<file path="src/rtl/axi_lite_cfg_master.sv">
// axi_lite_cfg_master
// Host-side AXI4-Lite master. Turns one valid/ready command into a single
// AXI4-Lite write (AW+W, then B) or read (AR, then R) and returns the result
// on a valid/ready response port. Only one transaction is in flight at a time.
// A wait counter flags transactions that stall for TIMEOUT_CYCLES cycles. The
// flag is reported with the response, and the AXI handshake is never aborted.
//
// Ports
//   clk, rst_n          clock, synchronous active-low reset
//   cmd_valid/ready     command handshake (cmd_write, cmd_addr, cmd_wdata, cmd_wstrb)
//   rsp_valid/ready     response handshake (rsp_rdata, rsp_resp, rsp_timeout)
//   busy                high whenever the FSM is not idle
//   m_axi_aw*/w*/b*     AXI4-Lite write address, write data and write response channels
//   m_axi_ar*/r*        AXI4-Lite read address and read data channels
//
// State | Meaning
// ------+------------------------------------------------
// IDLE  | cmd_ready high, waiting for a command
// WADDR | awvalid/wvalid up, each drops after its handshake
// WRESP | bready high, waiting for bvalid
// RADDR | arvalid up, waiting for arready
// RDATA | rready high, waiting for rvalid
// RESP  | rsp_valid high, outputs frozen until rsp_ready

module axi_lite_cfg_master #(
   parameter int AXI_DATA_WIDTH = 32,
   parameter int AXI_ADDR_WIDTH = 32,
   parameter int TIMEOUT_CYCLES = 1024
) (
   input  logic                        clk,
   input  logic                        rst_n,

   input  logic                        cmd_valid,
   output logic                        cmd_ready,
   input  logic                        cmd_write,
   input  logic [AXI_ADDR_WIDTH-1:0]   cmd_addr,
   input  logic [AXI_DATA_WIDTH-1:0]   cmd_wdata,
   input  logic [AXI_DATA_WIDTH/8-1:0] cmd_wstrb,

   output logic                        rsp_valid,
   input  logic                        rsp_ready,
   output logic [AXI_DATA_WIDTH-1:0]   rsp_rdata,
   output logic [1:0]                  rsp_resp,
   output logic                        rsp_timeout,

   output logic                        busy,

   output logic                        m_axi_awvalid,
   input  logic                        m_axi_awready,
   output logic [AXI_ADDR_WIDTH-1:0]   m_axi_awaddr,
   output logic [2:0]                  m_axi_awprot,

   output logic                        m_axi_wvalid,
   input  logic                        m_axi_wready,
   output logic [AXI_DATA_WIDTH-1:0]   m_axi_wdata,
   output logic [AXI_DATA_WIDTH/8-1:0] m_axi_wstrb,

   input  logic                        m_axi_bvalid,
   output logic                        m_axi_bready,
   input  logic [1:0]                  m_axi_bresp,

   output logic                        m_axi_arvalid,
   input  logic                        m_axi_arready,
   output logic [AXI_ADDR_WIDTH-1:0]   m_axi_araddr,
   output logic [2:0]                  m_axi_arprot,

   input  logic                        m_axi_rvalid,
   output logic                        m_axi_rready,
   input  logic [AXI_DATA_WIDTH-1:0]   m_axi_rdata,
   input  logic [1:0]                  m_axi_rresp
);

   localparam int CNT_W = (TIMEOUT_CYCLES < 1) ? 1 : $clog2(TIMEOUT_CYCLES + 1);
   localparam logic [CNT_W-1:0] CNT_LOAD = CNT_W'(TIMEOUT_CYCLES);
   localparam logic [CNT_W-1:0] CNT_ONE  = CNT_W'(1);

   typedef enum logic [2:0] {
      IDLE,
      WADDR,
      WRESP,
      RADDR,
      RDATA,
      RESP
   } state_t;

   state_t                    state;
   logic [AXI_ADDR_WIDTH-1:0] addr_q;
   logic [CNT_W-1:0]          wait_cnt;
   logic                      waiting;
   logic                      aw_done;
   logic                      w_done;

   assign cmd_ready    = (state == IDLE) && rst_n;
   assign busy         = (state != IDLE);
   assign m_axi_awaddr = addr_q;
   assign m_axi_araddr = addr_q;
   assign m_axi_awprot = 3'b000;
   assign m_axi_arprot = 3'b000;

   assign waiting = (state == WADDR) || (state == WRESP) ||
                    (state == RADDR) || (state == RDATA);

   // A channel is finished once its valid has dropped, or it handshakes this cycle.
   assign aw_done = !m_axi_awvalid || m_axi_awready;
   assign w_done  = !m_axi_wvalid  || m_axi_wready;

   always_ff @(posedge clk) begin
      if (!rst_n) begin
         state         <= IDLE;
         addr_q        <= '0;
         m_axi_wdata   <= '0;
         m_axi_wstrb   <= '0;
         m_axi_awvalid <= 1'b0;
         m_axi_wvalid  <= 1'b0;
         m_axi_bready  <= 1'b0;
         m_axi_arvalid <= 1'b0;
         m_axi_rready  <= 1'b0;
         rsp_valid     <= 1'b0;
         rsp_rdata     <= '0;
         rsp_resp      <= 2'b00;
         rsp_timeout   <= 1'b0;
         wait_cnt      <= '0;
      end else begin
         // The down-counter stops at zero, so it saturates on its own. Loading
         // zero (timeout disabled) means the terminal count is never reached.
         if (waiting && (wait_cnt != '0)) begin
            wait_cnt <= wait_cnt - CNT_ONE;
            if (wait_cnt == CNT_ONE) begin
               rsp_timeout <= 1'b1;
            end
         end

         case (state)
            IDLE: begin
               if (cmd_valid) begin
                  addr_q      <= cmd_addr;
                  m_axi_wdata <= cmd_wdata;
                  m_axi_wstrb <= cmd_wstrb;
                  wait_cnt    <= CNT_LOAD;
                  rsp_timeout <= 1'b0;
                  if (cmd_write) begin
                     m_axi_awvalid <= 1'b1;
                     m_axi_wvalid  <= 1'b1;
                     state         <= WADDR;
                  end else begin
                     m_axi_arvalid <= 1'b1;
                     state         <= RADDR;
                  end
               end
            end

            WADDR: begin
               if (m_axi_awready) begin
                  m_axi_awvalid <= 1'b0;
               end
               if (m_axi_wready) begin
                  m_axi_wvalid <= 1'b0;
               end
               if (aw_done && w_done) begin
                  m_axi_bready <= 1'b1;
                  state        <= WRESP;
               end
            end

            WRESP: begin
               if (m_axi_bvalid) begin
                  m_axi_bready <= 1'b0;
                  rsp_resp     <= m_axi_bresp;
                  rsp_rdata    <= '0;
                  rsp_valid    <= 1'b1;
                  state        <= RESP;
               end
            end

            RADDR: begin
               if (m_axi_arready) begin
                  m_axi_arvalid <= 1'b0;
                  m_axi_rready  <= 1'b1;
                  state         <= RDATA;
               end
            end

            RDATA: begin
               if (m_axi_rvalid) begin
                  m_axi_rready <= 1'b0;
                  rsp_rdata    <= m_axi_rdata;
                  rsp_resp     <= m_axi_rresp;
                  rsp_valid    <= 1'b1;
                  state        <= RESP;
               end
            end

            RESP: begin
               if (rsp_ready) begin
                  rsp_valid <= 1'b0;
                  state     <= IDLE;
               end
            end

            default: begin
               state <= IDLE;
            end
         endcase
      end
   end

endmodule

</file>
<file path="config.mk">
export PLATFORM = sky130hd
export DESIGN_NAME = axi_lite_cfg_master
export DESIGN_NICKNAME = d
export VERILOG_FILES = /design/src/rtl/axi_lite_cfg_master.sv
export SDC_FILE = /design/constraint.sdc
export NUM_CORES = 1
export LEC_CHECK = 0
export CAP_MARGIN = 10
export CORE_MARGIN = 5
export CORE_UTILIZATION = 42
export CTS_CLUSTER_DIAMETER = 100
export DETAILED_ROUTE_END_ITERATION = 10
export PLACE_DENSITY_LB_ADDON = 0.12
export SLEW_MARGIN = 40
export SYNTH_ARGS = -nofsm -noshare
export SYNTH_HDL_FRONTEND = slang
export SYNTH_SLANG_ARGS = --single-unit
</file>
<file path="constraint.sdc">
create_clock -name clk -period 2.8 [get_ports clk]
set_input_delay 0.56 -clock clk [delete_from_list [all_inputs] [get_ports clk]]
set_output_delay 0.56 -clock clk [all_outputs]
set_load 0.01 [all_outputs]
</file>
==> summary.txt, run 1 <==
Final layout
  • Most frequent cells in the layout: clkdlybuf4s50_1 (256), nand2_1 (141), dfxtp_1 (123), a21oi_1 (86), nor2_1 (45)
  • Nets@finish: 914
  • Ant diodes: 0
  • Share of layout cells above drive strength 1: 6.296%
  • Filler cells: 915
  • Area growth, synth to finish: 60.86%
  • Most common cell after layout, fill and taps aside: clkdlybuf4s50_1
  • Finished Cell Area: 0.007944 sq mm

STA
  • Final min period: 2555 ps
  • Worst Hold Slack: 450.9 ps
  • Hold Fails Final Rpt: 0
  • Crit share post-route: 91.24%
  • Post-route clock skew: 5.952 ps
  • Final setup viols: 0
  • Setup TNS: 0 ps
  • Slew HR: 50.42%
  • Max Clk Rate: 0.3914 GHz
  • RSZ-0062 raised after global routing: no
  • Slew Viols, Final: 0
  • Worst Tran Pin Value: 743.7 ps

Routing
  • WL/cell: 15.94 microns
  • Routed via count: 4781
  • Final WL: 15190 microns
  • Drt pass-1 iters: 5
  • Initial drt markers: 317
  • Mean number of vias per cell: 5.017
  • Routed Antenna Nets: 0
  • DR DRC count: 0

Critical path
  • Reg2Reg Depth: 6
  • FF-to-FF Start: state[0]
  • CP max-delay cell: clkdlybuf4s50_1
  • CP Launch Type: register
  • Worst Path Arrival: 1990 ps
  • R2r setup slk: 840 ps
  • Crit-path max cell delay: 550 ps
  • CP Buf/Inv Count: 1
  • Crit path cell chain: or3_4 -> nor2_1 -> clkdlybuf4s50_1
  • RR Endpoint: m_axi_arvalid
  • Setup CP Type: reg2out
  • Crit-path max FO: 10
  • Critical path capture point type: output pin
  • Worst EP required: 2240 ps
  • Top Family by Delay on Critical Path: simple AND/OR/NAND/NOR gates

CTS
  • Root Buffer Master: clkbuf_16
  • Worst-skew pair later-pin latency: 410 ps
  • Worst-path clk slew: 50 ps
  • Cts bufs inserted: 17
  • Post-CTS setup buffer count: 0
  • Clock buffer depth: 2
  • CTS resizes: 0
  • CTS HTree Levels: 4
  • Clock tree sinks: 123
  • # hold bufs at CTS: 0
  • CTS tree: done

GRT
  • First-pass GRT wire length: 23980 microns
  • Largest net degree at the start of global routing: 113
  • GRT Residual Overflow: 0
  • Total global-route track usage: 20.88%
  • Vias in the first global route: 4799
  • Initial antenna violation count: 0

Synth
  • YS warnings: 0
  • Largest family of logic cells by synthesized area: simple AND/OR/NAND/NOR gates
  • Multiplexer share of the synthesized area: 0.6081%
  • Adder-cell share of the synthesized area: 0.7601%
  • Yosys cell types: 49
  • Syn avg cell area: 8.385 sq um
  • Post-Synth XOR/XNOR Area: 0%
  • Post-synth EDFFs: 0
  • Post-synthesis instance area: 0.004938 sq mm
  • Synth Area in Simple Gates: 20.80%
  • Synth Register Bits: 123
  • Seq/Total Area, Yosys: 49.86%
  • Syn Inst Count: 589
  • Most used flip-flop cell after synthesis: dfxtp_1
  • Synth Area in Compound Gates: 17.73%
  • Ys async rst share: 0%

Die
  • Die W: 118.4 microns
  • Initial Util: 43.07%
  • # rows: 39
  • I/O pins: 263
  • Area of the die: 0.01403 sq mm
  • Core ar.: 0.01147 sq mm
  • Die height: 118.4 microns

Power
  • Lkg Pwr: 2.902 nW
  • Total power divided by cell area: 954.0 mW/mm^2
  • Worst IR Drop VDD: 0.4696 mV

Hold path
  • HP Class: reg2reg
  • Hold Crit Start: m_axi_wdata[28]
  • Worst Hold Depth: 2
  • Hold EP: m_axi_wdata[28]

Run status
  • Status: completed

Placement
  • Detailed placer's ending HPWL: 10960 microns
  • Area post-placement: 0.007296 sq mm
  • RD Place Congestion: 0.8894
  • Port Buffers: 256

Job
  • Max-Cap Viols: 0
## Yosys cell counts (3+ instances only)
cell      count  area [sq um]
mux2i_1       3         30.03
o21ai_0       3         15.01
nand2_1     141         529.3
o31ai_1       6         45.04
nand4_1       4         25.02
or4_1         6         45.04
inv_1         5         18.77
nor3_1        4         20.02
buf_6         3         33.78
nor2b_1       4         25.02
dfxtp_1     123          2462
nand3b_1      4         30.03
clkbuf_1     24         90.09
a22oi_1      32         240.2
nor2_1       45         168.9
o21a_1        3         22.52
ha_1          3         37.54
buf_4        40         300.3
a21oi_1      86         430.4
buf_2        11         55.05
nand3_1       3         15.01
or3_1         6         37.54
## cell families after synthesis
kind of cell | after synthesis
flops | 123
simple gates | 231
mux | 3
other cells | 1
compound gates | 144
buf+inv | 84
fa+ha+maj | 3
## registers in the layout, indices dropped and copies added, names as in the netlist, 2 cells and up
signal and count:
rsp_resp 2, state 3, m_axi_wstrb 4, rsp_rdata 32, wait_cnt 11, m_axi_araddr 32, m_axi_wdata 32
## worst register-to-register path: stages (launching register included)
cell and delay (ps):
dfxtp_1 310, buf_4 190, or4b_2 760, buf_12 240, nor2_1 170, nor2_1 50, nor3_1 160
## per-layer routing
layer	wire, microns	global-route usage (%)
met5	0	0
met3	1713	10.08
met4	225	7.442
met1	5485	20.52
met2	7764	38.05
## metrics by stage
step                      power [mW]  utilization [%]  setup WS (ps)  instances
after floorplan                4.108                -          929.3        594
after detailed placement       5.261            63.62          370.5        921
final                          7.578            69.27          245.2        953
after global placement         5.185            63.58          369.0        921
after CTS                      7.646            69.25          237.9        953
after global routing           8.015            69.27          171.2        953
## area by class of cell
cell class,count,area [sq um],share of cell area (%)
repair buffers,262,2639,33.22
flip-flops and latches,123,2462,31.00
multi-input cells,387,1994,25.11
clock buffers,21,480.5,6.048
well taps,143,178.9,2.252
clock inverters,11,165.2,2.079
inverters,6,23.77,0.2993
## how the worst max path moves through the flow
stage             start         to  slack, ps  cells past startpoint
2_1_floorplan     rst_n  cmd_ready        930                      4
3_3_place_gp      rst_n  cmd_ready        370                      4
3_5_place_dp      rst_n  cmd_ready        370                      4
4_1_cts        state[1]  cmd_ready        240                      3
5_1_grt        state[1]  cmd_ready        170                      3
6_report       state[1]  cmd_ready        250                      3
## power breakdown
part / switching (mW) / internal (mW) / leakage (nW) / total (mW)
Clock: 0.766 / 1.58 / 0.307 / 2.34
Sequential: 0.253 / 2.10 / 1.00 / 2.36
Combinational: 1.50 / 1.38 / 1.59 / 2.88
Note: power is estimated with default switching activity, not from simulation.
==> run 2: changes to the inputs <==
Settings changed: RECOVER_POWER from default to 100.
==> summary.txt, run 2 (same netlist as run 1, synthesis figures left out) <==
Critical path
  • R2r setup slk: 850 ps
  • Critical path capture point type: output pin
  • FF-to-FF Start: state[0]
  • Setup CP Type: reg2out
  • Worst EP required: 2240 ps
  • Worst Path Arrival: 2050 ps
  • Reg2Reg Depth: 6
  • Worst setup path end: cmd_ready
  • RR Endpoint: m_axi_arvalid
  • CP Launch Type: register
  • Crit-path max FO: 10
  • Worst setup path start: state[1]

Routing
  • WL/cell: 15.93 microns
  • Final WL: 15190 microns
  • Routed Antenna Nets: 0
  • DR DRC count: 0
  • Initial drt markers: 268
  • Drt pass-1 iters: 4
  • Routed via count: 4783
  • Mean number of vias per cell: 5.019

STA
  • Max Clk Rate: 0.3834 GHz
  • Hold Fails Final Rpt: 0
  • Slew Viols, Final: 0
  • RSZ-0062 raised after global routing: no
  • Final min period: 2608 ps
  • Setup TNS: 0 ps
  • Crit share post-route: 93.15%
  • Fin worst setup slack: 191.9 ps
  • Slew HR: 18.11%
  • Final setup viols: 0
  • Post-route clock skew: 6.308 ps
  • Worst Tran Pin Value: 1228 ps

Placement
  • Dpl cells: 921
  • Place WS: 370.5 ps
  • Detailed placer's ending HPWL: 10960 microns
  • RD Place Congestion: 0.8894
  • Port Buffers: 256

Die
  • Die height: 118.4 microns
  • Die W: 118.4 microns
  • Initial Util: 43.07%
  • Area of the die: 0.01403 sq mm
  • # rows: 39
  • I/O pins: 263
  • Core ar.: 0.01147 sq mm

CTS
  • CTS tree: done
  • Worst-path clk slew: 50 ps
  • Clock tree sinks: 123
  • CTS HTree Levels: 4
  • Cts bufs inserted: 17
  • Clock buffer depth: 2
  • CTS resizes: 0
  • Root Buffer Master: clkbuf_16
  • # hold bufs at CTS: 0
  • Post-CTS setup buffer count: 0
  • Worst-skew pair later-pin latency: 410 ps

Final layout
  • Most frequent cells in the layout: dlygate4sd3_1 (146), nand2_1 (142), dfxtp_1 (123), clkdlybuf4s50_1 (110), a21oi_1 (87)
  • Share of layout cells above drive strength 1: 6.049%
  • Ant diodes: 0
  • Fin util: 69.17%
  • Most common cell after layout, fill and taps aside: dlygate4sd3_1
  • Area growth, synth to finish: 60.60%
  • Nets@finish: 914
  • Final Non-Filler Cells: 953

Run status
  • Status: completed

GRT
  • Largest net degree at the start of global routing: 113
  • M3 GR Usage: 10.08%
  • GRT Residual Overflow: 0
  • Total global-route track usage: 20.88%
  • Grt met2 use: 38.05%
  • Vias in the first global route: 4799
  • First-pass GRT wire length: 23980 microns
  • Met1 Track Usage GR: 20.52%
  • Busiest grt layer: met2
  • Initial antenna violation count: 0

Power
  • Lkg Pwr: 3.330 nW
  • Total power divided by cell area: 933.3 mW/mm^2
  • Overall power: 7.402 mW
  • Worst IR Drop VDD: 0.4534 mV

Job
  • Max-Cap Viols: 0

Hold path
  • HP Class: reg2reg
## run 2: through the flow
stage          hold WS [ps]  area, sq um
4_1_cts               452.9         7941
6_report              447.8         7931
3_5_place_dp          445.5         7296
3_3_place_gp          441.9         7291
5_1_grt               472.4         7931
2_1_floorplan         456.3         4957
## run 2: critical path, stage by stage (launching register included)
cell and delay (ps):
dfxtp_1 410, or3_4 500, nor2_1 110, dlygate4sd3_1 610
## run 2: worst min-delay path by stage
stage,end,start,cells after the start
2_1_floorplan,wait_cnt[4],wait_cnt[4],2
3_3_place_gp,m_axi_wdata[5],m_axi_wdata[5],2
3_5_place_dp,m_axi_wdata[28],m_axi_wdata[28],2
4_1_cts,m_axi_wdata[28],m_axi_wdata[28],2
5_1_grt,m_axi_wdata[23],m_axi_wdata[23],2
6_report,m_axi_wdata[28],m_axi_wdata[28],2
## run 2: where the power goes
group	switching, mW	internal [mW]
combinational	1.49	1.23
clock	0.767	1.58
sequential	0.237	2.10
## run 2: layout make-up
type | count | area, sq um
clock inverter | 11 | 165.2
clock buffer | 21 | 480.5
timing repair buffer | 262 | 2633
fill | 918 | 3536
multi-input combinational | 387 | 1988
sequential | 123 | 2462
tap | 143 | 178.9
inverter | 6 | 23.77
## run 2: layer usage
metal	share of wire, %	up-vias
met1	36	2182
li1	-	2379
met4	1.5	0
met5	0	-
met3	11	16
met2	51	206
